**config.mk**
```make
export PLATFORM = sky130hd
export DESIGN_NAME = parsing_bram_loader
export DESIGN_NICKNAME = d
export VERILOG_FILES = /design/src/rtl/parsing_pkg.sv /design/src/rtl/parsing_bank_dec.sv /design/src/rtl/parsing_bram_loader.sv
export SDC_FILE = /design/constraint.sdc
export NUM_CORES = 1
export LEC_CHECK = 0
export ABC_AREA = 1
export CAP_MARGIN = 20
export CELL_PAD_IN_SITES_DETAIL_PLACEMENT = 0
export CELL_PAD_IN_SITES_GLOBAL_PLACEMENT = 1
export CORE_ASPECT_RATIO = 0.9
export CORE_UTILIZATION = 30
export CTS_BUF_LIST = sky130_fd_sc_hd__clkbuf_8
export DETAILED_ROUTE_END_ITERATION = 6
export MAX_ROUTING_LAYER = met4
export PLACE_DENSITY = 0.84
export SETUP_SLACK_MARGIN = 0.15
export SLEW_MARGIN = 20
export SYNTH_ARGS = -nofsm -noshare
export SYNTH_HDL_FRONTEND = slang
export SYNTH_SLANG_ARGS = --single-unit
```
**constraint.sdc**
```tcl
create_clock -name clk -period 2.05 [get_ports clk]
set_input_delay 0.41 -clock clk [delete_from_list [all_inputs] [get_ports clk]]
set_output_delay 0.41 -clock clk [all_outputs]
set_load 0.01 [all_outputs]
```
**src/rtl/parsing_pkg.sv**
```systemverilog
// parsing_pkg: shared defaults and FSM encoding for the parsing BRAM loader.
// Used by parsing_bram_loader and parsing_bank_dec.
package parsing_pkg;

    localparam int DEF_NUM_BANK   = 16;
    localparam int DEF_DATA_W     = 128;
    localparam int DEF_ADDR_W     = 9;
    localparam int DEF_GAP_CYCLES = 10;

    typedef enum logic [1:0] {
        IDLE  = 2'd0,
        LOAD  = 2'd1,
        GAP   = 2'd2,
        START = 2'd3
    } state_t;

endpackage

```
**src/rtl/parsing_bank_dec.sv**
```systemverilog
// parsing_bank_dec: bank index -> one-hot bank enable, gated by a write strobe.
// Purely combinational.
module parsing_bank_dec
    import parsing_pkg::*;
#(
    parameter int NUM_BANK = DEF_NUM_BANK,
    parameter int BANK_W   = (NUM_BANK > 1) ? $clog2(NUM_BANK) : 1
) (
    input  logic [BANK_W-1:0]   bank,
    input  logic                strobe,
    output logic [NUM_BANK-1:0] oneHot
);

    // One bit set for the addressed bank, nothing when no write happens.
    always_comb begin
        oneHot = '0;
        if (strobe) begin
            oneHot = NUM_BANK'(1) << bank;
        end
    end

endmodule

```
**src/rtl/parsing_bram_loader.sv**
```systemverilog
// parsing_bram_loader: fills the 16-bank input BRAM array from a valid/ready
// stream, then pulses oStart. PARSING_INTERLEAVE_EN selects word-interleaved order.
module parsing_bram_loader
    import parsing_pkg::*;
#(
    parameter int NUM_BANK   = DEF_NUM_BANK,
    parameter int DATA_W     = DEF_DATA_W,
    parameter int ADDR_W     = DEF_ADDR_W,
    parameter int GAP_CYCLES = DEF_GAP_CYCLES
) (
    input  logic                clk,
    input  logic                rstn,
    input  logic                iLoad,
    input  logic [ADDR_W-1:0]   iDepth,
    input  logic                iValid,
    input  logic [DATA_W-1:0]   iData,
    output logic                oReady,
    output logic [NUM_BANK-1:0] o_ena,
    output logic [NUM_BANK-1:0] o_wea,
    output logic [ADDR_W-1:0]   o_addra,
    output logic [DATA_W-1:0]   o_dia,
    output logic                oStart,
    output logic                oBusy
);

    localparam int BANK_W = (NUM_BANK > 1) ? $clog2(NUM_BANK) : 1;
    localparam int GAP_W  = (GAP_CYCLES > 1) ? $clog2(GAP_CYCLES) : 1;
    localparam logic [BANK_W-1:0] LAST_BANK = BANK_W'(NUM_BANK - 1);

    state_t state;
    state_t nextState;
    state_t afterLoad;

    logic [ADDR_W-1:0]   depthReg;
    logic [ADDR_W-1:0]   addrCnt;
    logic [BANK_W-1:0]   bankCnt;
    logic [GAP_W-1:0]    gapCnt;
    logic [NUM_BANK-1:0] decOut;
    logic                accept;
    logic                addrEnd;
    logic                bankEnd;
    logic                lastBeat;
    logic                gapDone;

    assign accept    = iValid & oReady;
    assign addrEnd   = (addrCnt == depthReg - ADDR_W'(1));
    assign bankEnd   = (bankCnt == LAST_BANK);
    assign lastBeat  = accept & addrEnd & bankEnd;
    assign gapDone   = (32'(gapCnt) == GAP_CYCLES - 1);
    // A zero-length gap skips the GAP state entirely.
    assign afterLoad = (GAP_CYCLES == 0) ? START : GAP;

    // State register.
    always_ff @(posedge clk) begin
        if (!rstn) begin
            state <= IDLE;
        end else begin
            state <= nextState;
        end
    end

    // Next-state logic: IDLE -> LOAD -> GAP -> START -> IDLE.
    always_comb begin
        nextState = state;
        unique case (state)
            IDLE: begin
                if (iLoad) begin
                    nextState = (iDepth != '0) ? LOAD : afterLoad;
                end
            end
            LOAD: begin
                if (lastBeat) begin
                    nextState = afterLoad;
                end
            end
            GAP: begin
                if (gapDone) begin
                    nextState = START;
                end
            end
            START: nextState = IDLE;
            default: nextState = IDLE;
        endcase
    end

    // State-decoded handshake and status outputs.
    always_comb begin
        oReady = 1'b0;
        oStart = 1'b0;
        oBusy  = 1'b1;
        unique case (state)
            IDLE:  oBusy  = 1'b0;
            LOAD:  oReady = 1'b1;
            GAP:   oReady = 1'b0;
            START: oStart = 1'b1;
            default: oBusy = 1'b0;
        endcase
    end

    // Depth latch, bank/address walk and gap counter.
    always_ff @(posedge clk) begin
        if (!rstn) begin
            depthReg <= '0;
            addrCnt  <= '0;
            bankCnt  <= '0;
            gapCnt   <= '0;
        end else begin
            if (state == IDLE && iLoad) begin
                depthReg <= iDepth;
                addrCnt  <= '0;
                bankCnt  <= '0;
            end else if (accept) begin
`ifdef PARSING_INTERLEAVE_EN
                if (bankEnd) begin
                    bankCnt <= '0;
                    addrCnt <= addrCnt + ADDR_W'(1);
                end else begin
                    bankCnt <= bankCnt + BANK_W'(1);
                end
`else
                if (addrEnd) begin
                    addrCnt <= '0;
                    bankCnt <= bankCnt + BANK_W'(1);
                end else begin
                    addrCnt <= addrCnt + ADDR_W'(1);
                end
`endif
            end
            gapCnt <= (state == GAP) ? gapCnt + GAP_W'(1) : '0;
        end
    end

    parsing_bank_dec #(
        .NUM_BANK (NUM_BANK),
        .BANK_W   (BANK_W)
    ) uDec (
        .bank   (bankCnt),
        .strobe (accept),
        .oneHot (decOut)
    );

    // Registered write port: enable pulses per beat, address/data hold.
    always_ff @(posedge clk) begin
        if (!rstn) begin
            o_ena   <= '0;
            o_addra <= '0;
            o_dia   <= '0;
        end else begin
            o_ena <= decOut;
            if (accept) begin
                o_addra <= addrCnt;
                o_dia   <= iData;
            end
        end
    end

    assign o_wea = o_ena;

endmodule

```
After elaboration in Yosys (flattened, before gate mapping)
Index checks and enable logic that the tools add are counted.
{"block": "op_classes", "n_addsub": 4, "n_eq_ne": 9, "shift": 1, "n_mux": 9, "n_bitwise": 4, "n_reduce_logical": 8}
{"op": "1-bit by 4-bit left shift with 16-bit output (first input constant)", "n": 1}
{"op": "9-bit by 1-bit adder with 9-bit output (second input constant)", "n": 1}
{"op": "9-bit equality test", "n": 1}
{"op": "9-bit two-way mux", "n": 1}
{"op": "9-bit nonzero test", "n": 1}
{"op": "9-bit by 1-bit subtractor with 9-bit output (second input constant)", "n": 1}
{"op": "4-bit by 1-bit adder with 4-bit output (second input constant)", "n": 2}
{"op": "4-bit equality test (second input constant)", "n": 2}
{"op": "2-bit two-way mux", "n": 4}
{"op": "2-bit one-hot mux with 4 select lines", "n": 1}
{"op": "2-bit != test (second input constant)", "n": 3}
{"op": "2-bit AND reduction", "n": 3}
{"op": "2-bit equality test (second input constant)", "n": 2}
{"op": "1-bit bitwise AND", "n": 3}
{"op": "1-bit two-way mux", "n": 3}
{"op": "3-bit AND reduction", "n": 1}
{"op": "2-bit by 1-bit equality test with 1-bit output (second input constant)", "n": 1}
{"op": "2-bit logical NOT", "n": 1}
{"op": "2-bit OR reduction", "n": 1}
{"op": "1-bit logical AND", "n": 1}
{"op": "1-bit NOT", "n": 1}
{"block": "word_totals", "register_bits": 181, "inputBits": 141, "elab_cells": 43}

Depth between registers and ports, before layout
Gate-level depths: netlist (run 1).
{"block": "logic_depth", "ltp_word": 7, "mapped_depth": 14, "mapped_depth_nobuf": 14}

Cells and area by module
From an unflattened synthesis (run 1), not the netlist that was laid out.
{"block": "unflattened", "hier_cells": 913, "hier_area_um2": 6891.6}
{"module": "parsing_bram_loader", "instances": 1, "cells_per_inst": 882, "area_each_um2": 6765.2, "seq_area_each_um2": 3623.5}
{"module": "parsing_bank_dec", "instances": 1, "cells_per_inst": 31, "area_each_um2": 126.4, "seq_area_each_um2": 0.0}

Worst setup path before layout (run 1)
No wires, ideal clock.
{"block": "synth_timing", "kind": "register to register", "startpoint": "register state[1]", "endpoint": "register addrCnt[8]", "setup_ns": 0.114, "t_arrival_ns": 1.571, "t_required_ns": 1.936, "slack_ns": 0.365, "path_stages_with_launch": 12, "period_less_slack_ns": 1.685, "cell_sequence": "dfxtp_1 inv_1 ha_1 nand2_2 inv_2 nand2_2 nor2_4 nand2_2 nor3b_2 nand3_1 xor2_1 nor2_1"}
{"block": "synth_via", "elab_chain_cells": 3, "word_cells_on_any_way": 6, "classes_between": "eq/ne (1); mux (1); bitwise (1); reduce/logical (3)"}
{"item": "start: declaration", "line": "parsing_bram_loader.sv:30", "rtl": "state_t state;"}
{"item": "start signal: assignment", "line": "parsing_bram_loader.sv:58", "rtl": "state <= nextState;"}
{"item": "2-bit by 1-bit equality test with 1-bit output", "line": "parsing_bram_loader.sv:91", "rtl": "unique case (state)"}
{"item": "1-bit two-way mux", "line": "parsing_bram_loader.sv:91"}
{"item": "net oReady", "line": "parsing_bram_loader.sv:17", "rtl": "output logic oReady,"}
{"item": "1-bit bitwise AND", "line": "parsing_bram_loader.sv:45", "rtl": "assign accept = iValid & oReady;"}
{"item": "end signal: assignment", "line": "parsing_bram_loader.sv:125", "rtl": "addrCnt <= addrCnt + ADDR_W'(1);"}
{"item": "end: declaration", "line": "parsing_bram_loader.sv:35", "rtl": "logic [ADDR_W-1:0] addrCnt;"}
The timed path passes the listed nets, and every way through them passes these cells.
A chain may end at the register's enable or synchronous reset.

Worst setup path after layout (run 1)
{"block": "layout_timing", "startpoint": "register o_dia[86]", "endpoint": "output o_dia[86]"}
{"item": "start: declaration", "line": "parsing_bram_loader.sv:21", "rtl": "output logic [DATA_W-1:0] o_dia,"}
{"item": "start signal: assignment", "line": "parsing_bram_loader.sv:152", "rtl": "o_dia <= iData;"}
No word-level cell between the ends.

==> results of run 1 <==
[cell usage after synthesis (4+ instances only)]
| library cell | count |
|---|---|
| inv_1 | 31 |
| buf_1 | 8 |
| buf_2 | 5 |
| nor3_1 | 12 |
| clkbuf_1 | 36 |
| xnor2_1 | 4 |
| dfxtp_1 | 181 |
| xor2_1 | 11 |
| nand2_1 | 41 |
| a21oi_1 | 22 |
| nand3_1 | 11 |
| nand2_2 | 4 |
| buf_4 | 16 |
| ha_1 | 15 |
| o21ai_0 | 145 |
| nor2_1 | 303 |
[layout make-up]
class                           instances  area, um2
Inverter                               38      147.6
Sequential cell                       181       3630
Timing Repair Buffer                  332       3318
Clock inverter                         14      212.7
Clock buffer                           18      247.7
Multi-Input combinational cell        592       2845
Tap cell                              297      371.6
Fill cell                            2218      11740
Antenna cell                            1      2.502
[worst max path at each step]
| stage | slack (ps) | to | from | cells past startpoint |
|---|---|---|---|---|
| final | 220 | o_dia[86] | o_dia[86] | 1 |
| after global routing | 140 | bankCnt[2] | depthReg[1] | 15 |
| after CTS | 140 | oBusy | state[0] | 4 |
| after detailed placement | 40 | addrCnt[8] | iValid | 10 |
| after global placement | 60 | addrCnt[8] | iValid | 10 |
| after floorplan | 370 | addrCnt[8] | state[1] | 11 |
[sequential cells by signal, summed over array words and instances, names as in the netlist]
register / count
o_ena: 16
gapCnt: 4
addrCnt: 9
bankCnt: 4
depthReg: 9
o_addra: 9
state: 2
o_dia: 128
[cells by family (layout without fill, tap and decap cells)]
logic type / after synthesis / in the layout
AND/OR/NAND/NOR: 388 / 388
flip-flops: 181 / 181
AO/OA/AOI/OAI: 174 / 174
buffers and inverters: 103 / 402
adder cells (fa/ha/maj): 15 / 15
XOR/XNOR: 15 / 15
other: 0 / 1
[layer usage]
| layer | vias to the layer above | track usage [%] |
|---|---|---|
| met3 | 18 | 6.298 |
| met5 | - | - |
| met4 | 0 | 4.764 |
| li1 | 3350 | - |
| met2 | 217 | 28.64 |
| met1 | 2879 | 21.34 |
[what timing repair did]
| item | CTS | global route |
|---|---|---|
| cloned | 0 | 0 |
| setup buffers | 0 | 2 |
| endpoints found under the setup margin | 3 | 18 |
| resized for setup | 6 | 12 |
| pin swaps | 0 | 6 |
[worst min-delay path, stage by stage]
cell	delay, ps
buf_4	200
nand2_1	100
nor2_1	30
[power breakdown]
group	leakage [nW]	switching (mW)	internal (mW)	total (mW)
clock	0.229	1.45	1.31	2.76
combinational	2.38	2.01	1.95	3.96
sequential	1.48	0.354	4.16	4.51
total	4.08	3.82	7.42	11.2
==> flow_metrics.py, run 1 <==
metrics = {
    "status": {
        "outcome": "complete, no violations",
    },
    "die": {
        "die_w_um": 161.7,
        "die_y_um": 145.8,
        "die_area_um2": 23570,
        "io_pins": 313,
        "start_util_pct": 30.60,
        "core_area_um2": 22510,
        "rows": 52,
    },
    "sta": {
        "report.final.slew_viol_count": 0,
        "setup_ws_ps": 215.4,
        "post-route-min-period_ps": 1835,
        "rsz0062_at_grt": "true",
        "fin_skew_ps": 16.05,
        "setup_viol": 0,
        "timing.final.crit_share_pct": 89.49,
        "relSlewSlack_pct": 61.99,
        "hold_viol": 0,
        "max_freq_mhz": 545.1,
        "fin_setup_tns_ps": 0,
        "whs_ps": 324.4,
        "tightest_slew_ps": 570.1,
    },
    "setup_path": {
        "end_kind": "output port",
        "critPathSlowestCell": "clkdlybuf4s50_1",
        "r2r_end": "bankCnt[2]",
        "reg2regPathDepth": 15,
        "rr_startpoint": "depthReg[0]",
        "path_cells": "clkdlybuf4s50_1",
        "crit_family": "buffers and inverters",
        "crit_required_ps": 1640,
        "cp-start-kind": "flip-flop",
        "crit_type": "reg2out",
        "crit_buf_inv": 1,
        "crit_fanout": 2,
        "critPathArrivalTime_ps": 1420,
        "rrSetupSlack_ps": 310,
        "slowest_delay_ps": 610,
    },
    "pwr": {
        "p_leak_nw": 4.082,
        "power.total_mw": 11.24,
        "p_per_area_nw_per_um2": 1043,
        "vdd_drop_max_uv": 475.3,
    },
    "synthesis": {
        "syn-instance-count": 876,
        "synthMuxAreaShare_pct": 0,
        "yosysTopAreaCell": "dfxtp_1",
        "synth_compound_area_share_pct": 12.86,
        "synth.avg_cell_area_um2": 7.864,
        "ys.flop_type": "dfxtp_1",
        "netlist_area_um2": 6889,
        "synth_top_family_by_area": "simple AND/OR/NAND/NOR gates",
        "synth_fp_nets": 1032,
        "yosysUniqueCellTypes": 35,
        "synth-simple-area-share_pct": 23.30,
        "synthTopCellsByArea": "dfxtp_1 (53%), nor2_1 (17%), o21ai_0 (11%)",
        "synth-seq-cells": 181,
        "synthAdderAreaFrac_pct": 2.724,
        "synth_edf_count": 0,
        "synth_top_area_share_pct": 52.60,
        "yosys_warnings": 0,
        "ys_seq_area_share_pct": 52.60,
        "async_flop_share_pct": 0,
        "yosys.area_share.xor_xnor_pct": 1.907,
    },
    "global_routing": {
        "grt_pass1_wl_mm": 32.30,
        "antenna_found_initial": 1,
        "grt_max_degree": 114,
        "overflow": 0,
        "grt_use_total_pct": 17.94,
        "grt_pass1_vias": 6212,
    },
    "placement": {
        "dp_cells": 1438,
        "post-place-ws_ps": 40.06,
        "place_congestion": 0.8164,
        "portBuffers": 312,
        "hpwl_mm": 14.74,
        "placed_cell_area_um2": 10260,
    },
    "drt": {
        "initialDrtViolationCount": 261,
        "dr_wl_met2_mm": 9.326,
        "drc": 0,
        "postRouteAntennaNets": 0,
        "wirelength_mm": 20.38,
        "highest_layer": "met4",
        "routedWlPerCell_um": 13.84,
        "viasPerCell": 4.388,
        "dr_wl_met3_mm": 1.688,
        "vias": 6464,
        "first_pass_iters": 4,
        "met1_length_mm": 9.149,
    },
    "flow_run": {
        "cap_violations": 0,
    },
    "cells_and_area": {
        "final_cells": 1473,
        "layout-drive-gt1-share_pct": 7.319,
        "fin_util_pct": 47.87,
        "final_common_cell": "clkdlybuf4s50_1",
        "mostFrequentLayoutCells": "clkdlybuf4s50_1 (306), nor2_1 (303), dfxtp_1 (178), o21ai_0 (145), nand2_1 (41)",
        "layout.nets": 1318,
        "finalInstanceArea_um2": 10780,
        "areaGrowthSynthToFinish_pct": 56.41,
    },
    "clock_network": {
        "cts_tree": "yes",
        "clockBufferDepth": 2,
        "clk_latency_ps": 470,
        "clock_sinks": 181,
        "cts-hold-fix-buffers": 0,
        "cts.clk_slew.worst_paths_ps": 100,
        "htreeDepth": 4,
        "numCtsBuffers": 17,
        "root_buffer": "clkbuf_8",
    },
    "worst_hold_path": {
        "hp-class": "in2reg",
        "min_path_cells": 3,
        "hold_path_startpoint": "rstn",
        "hold_end": "state[0]",
    },
}
No activity file was read; power rests on OpenSTA's default activity.
==> run 2, diff against run 1 <==
Settings changed: ABC_CLOCK_PERIOD_IN_PS set to 2050, CAP_MARGIN 20 to 10, CELL_PAD_IN_SITES_DETAIL_PLACEMENT 0 to unset, CELL_PAD_IN_SITES_GLOBAL_PLACEMENT 1 to unset, CORE_UTILIZATION 30 to 43.
==> flow_metrics.py, run 2 (synthesis results as in run 1) <==
metrics = {
    "status": {
        "outcome": "complete, no violations",
    },
    "drt": {
        "initialDrtViolationCount": 308,
        "drc": 0,
        "wirelength_mm": 19.98,
        "postRouteAntennaNets": 0,
        "viasPerCell": 4.808,
        "first_pass_iters": 4,
        "routedWlPerCell_um": 14.59,
        "vias": 6582,
    },
    "cells_and_area": {
        "reg_top3": "o_dia (128), o_ena (16)",
        "top_register": "o_dia",
        "layout-drive-gt1-share_pct": 6.941,
        "largest_reg_flops": 128,
        "antennaDiodeCount": 0,
        "layout.nets": 1310,
        "final_common_cell": "clkdlybuf4s50_1",
        "mostFrequentLayoutCells": "clkdlybuf4s50_1 (308), nor2_1 (302), dfxtp_1 (178), o21ai_0 (145), nand2_1 (40)",
        "areaGrowthSynthToFinish_pct": 53.41,
    },
    "sta": {
        "tightest_slew_ps": 510.6,
        "rsz0062_at_grt": "true",
        "whs_ps": 346.3,
        "report.final.slew_viol_count": 0,
        "max_freq_mhz": 547.6,
        "timing.final.crit_share_pct": 89.09,
        "hold_viol": 0,
        "fin_setup_tns_ps": 0,
        "setup_viol": 0,
        "fin_skew_ps": 8.201,
        "post-route-min-period_ps": 1826,
        "relSlewSlack_pct": 65.96,
    },
    "die": {
        "start_util_pct": 44.31,
        "io_pins": 313,
        "rows": 43,
        "die_y_um": 122.1,
        "die_area_um2": 16530,
        "die_w_um": 135.4,
        "core_area_um2": 15550,
    },
    "global_routing": {
        "antenna_found_initial": 0,
        "grt_pass1_vias": 6069,
        "grt_use_total_pct": 24.49,
        "overflow": 0,
        "grt_pass1_wl_mm": 30.28,
        "grt_max_degree": 107,
    },
    "pwr": {
        "p_leak_nw": 4.002,
        "p_per_area_nw_per_um2": 1057,
        "vdd_drop_max_uv": 649.2,
    },
    "setup_path": {
        "path_cells": "clkdlybuf4s50_1",
        "critPathArrivalTime_ps": 1420,
        "critPathSlowestCell": "clkdlybuf4s50_1",
        "cp-start-kind": "flip-flop",
        "crit_fanout": 2,
        "crit_buf_inv": 1,
        "crit_required_ps": 1640,
        "rrSetupSlack_ps": 260,
        "r2r_end": "state[0]",
        "crit_type": "reg2out",
        "reg2regPathDepth": 14,
        "crit_family": "buffers and inverters",
        "end_kind": "output port",
        "rr_startpoint": "depthReg[0]",
        "slowest_delay_ps": 580,
    },
    "clock_network": {
        "clockBufferDepth": 2,
        "cts-hold-fix-buffers": 0,
        "numCtsBuffers": 17,
        "cts_tree": "yes",
        "clk_latency_ps": 450,
        "cts.clk_slew.worst_paths_ps": 90,
        "clock_sinks": 181,
        "root_buffer": "clkbuf_8",
        "htreeDepth": 4,
    },
    "placement": {
        "hpwl_mm": 14.58,
        "place_congestion": 0.8562,
        "portBuffers": 312,
    },
    "worst_hold_path": {
        "min_path_cells": 3,
        "hold_path_startpoint": "rstn",
        "hold_end": "o_dia[122]",
        "hp-class": "in2reg",
    },
    "flow_run": {
        "cap_violations": 0,
    },
}
## run 2: where the power goes
group	total [mW]	internal, mW	switching [mW]
clock	2.70	1.38	1.32
combinational	3.95	1.94	2.02
sequential	4.52	4.16	0.357
## run 2: final cells by class
class | instances | area [um2]
well taps | 202 | 252.7
fillers | 1304 | 4980
flip-flops and latches | 181 | 3630
repair buffers | 324 | 3241
inverters | 38 | 147.6
clock buffers | 18 | 247.7
clock inverters | 14 | 200.2
multi-input cells | 592 | 2850
## run 2: worst max-delay path by stage
stage                           start         end  slack, ps  cells past startpoint
after floorplan              state[1]  addrCnt[8]        370                     11
after global routing      depthReg[0]    state[0]        120                     13
after CTS                    state[0]       oBusy        140                      4
final                        o_ena[8]    o_ena[8]        220                      1
after global placement         iValid  addrCnt[8]         90                     10
after detailed placement       iValid  addrCnt[8]         20                     10
## run 2: what timing repair did
item / 4_1_cts / 5_1_grt
endpoints found under the setup margin: 4 / 7
buffers inserted: 0 / 1
endpoints found under the hold margin: 0 / 0
pin swaps: 1 / 7
resized for setup: 10 / 10
## run 2: metal layers
layer  share of wire [%]  vias to the layer above  GRT usage, %
met5                   0                        -             -
met1                  41                     2998         26.53
li1                    -                     3326             -
met3                 8.0                       26         8.365
met4                 1.5                        0         7.725
met2                  50                      232         42.05
## run 2: through the flow
stage,worst slack [ps],util [%],std cells,instance area [um2],total power [mW]
detailed placement,16.09,64.83,1336,10080,8.491
global route,122.9,67.97,1369,10570,11.84
CTS,142.0,67.80,1368,10540,11.20
finish,223.7,67.97,1369,10570,11.17
floorplan,365.2,-,876,6889,6.546
global placement,94.02,64.83,1336,10080,8.386
## run 2: worst register-to-register path, cell delays in order (launching register included)
cell,delay [ps]
dfxtp_2,360
inv_2,60
ha_4,170
inv_1,50
nand2_1,60
nand3_1,80
nand2_1,70
nor2_2,90
nand3_2,100
nor2_4,160
nand4_1,170
nand2_2,150
nand3_2,80
nand2_2,70
nor2_1,40
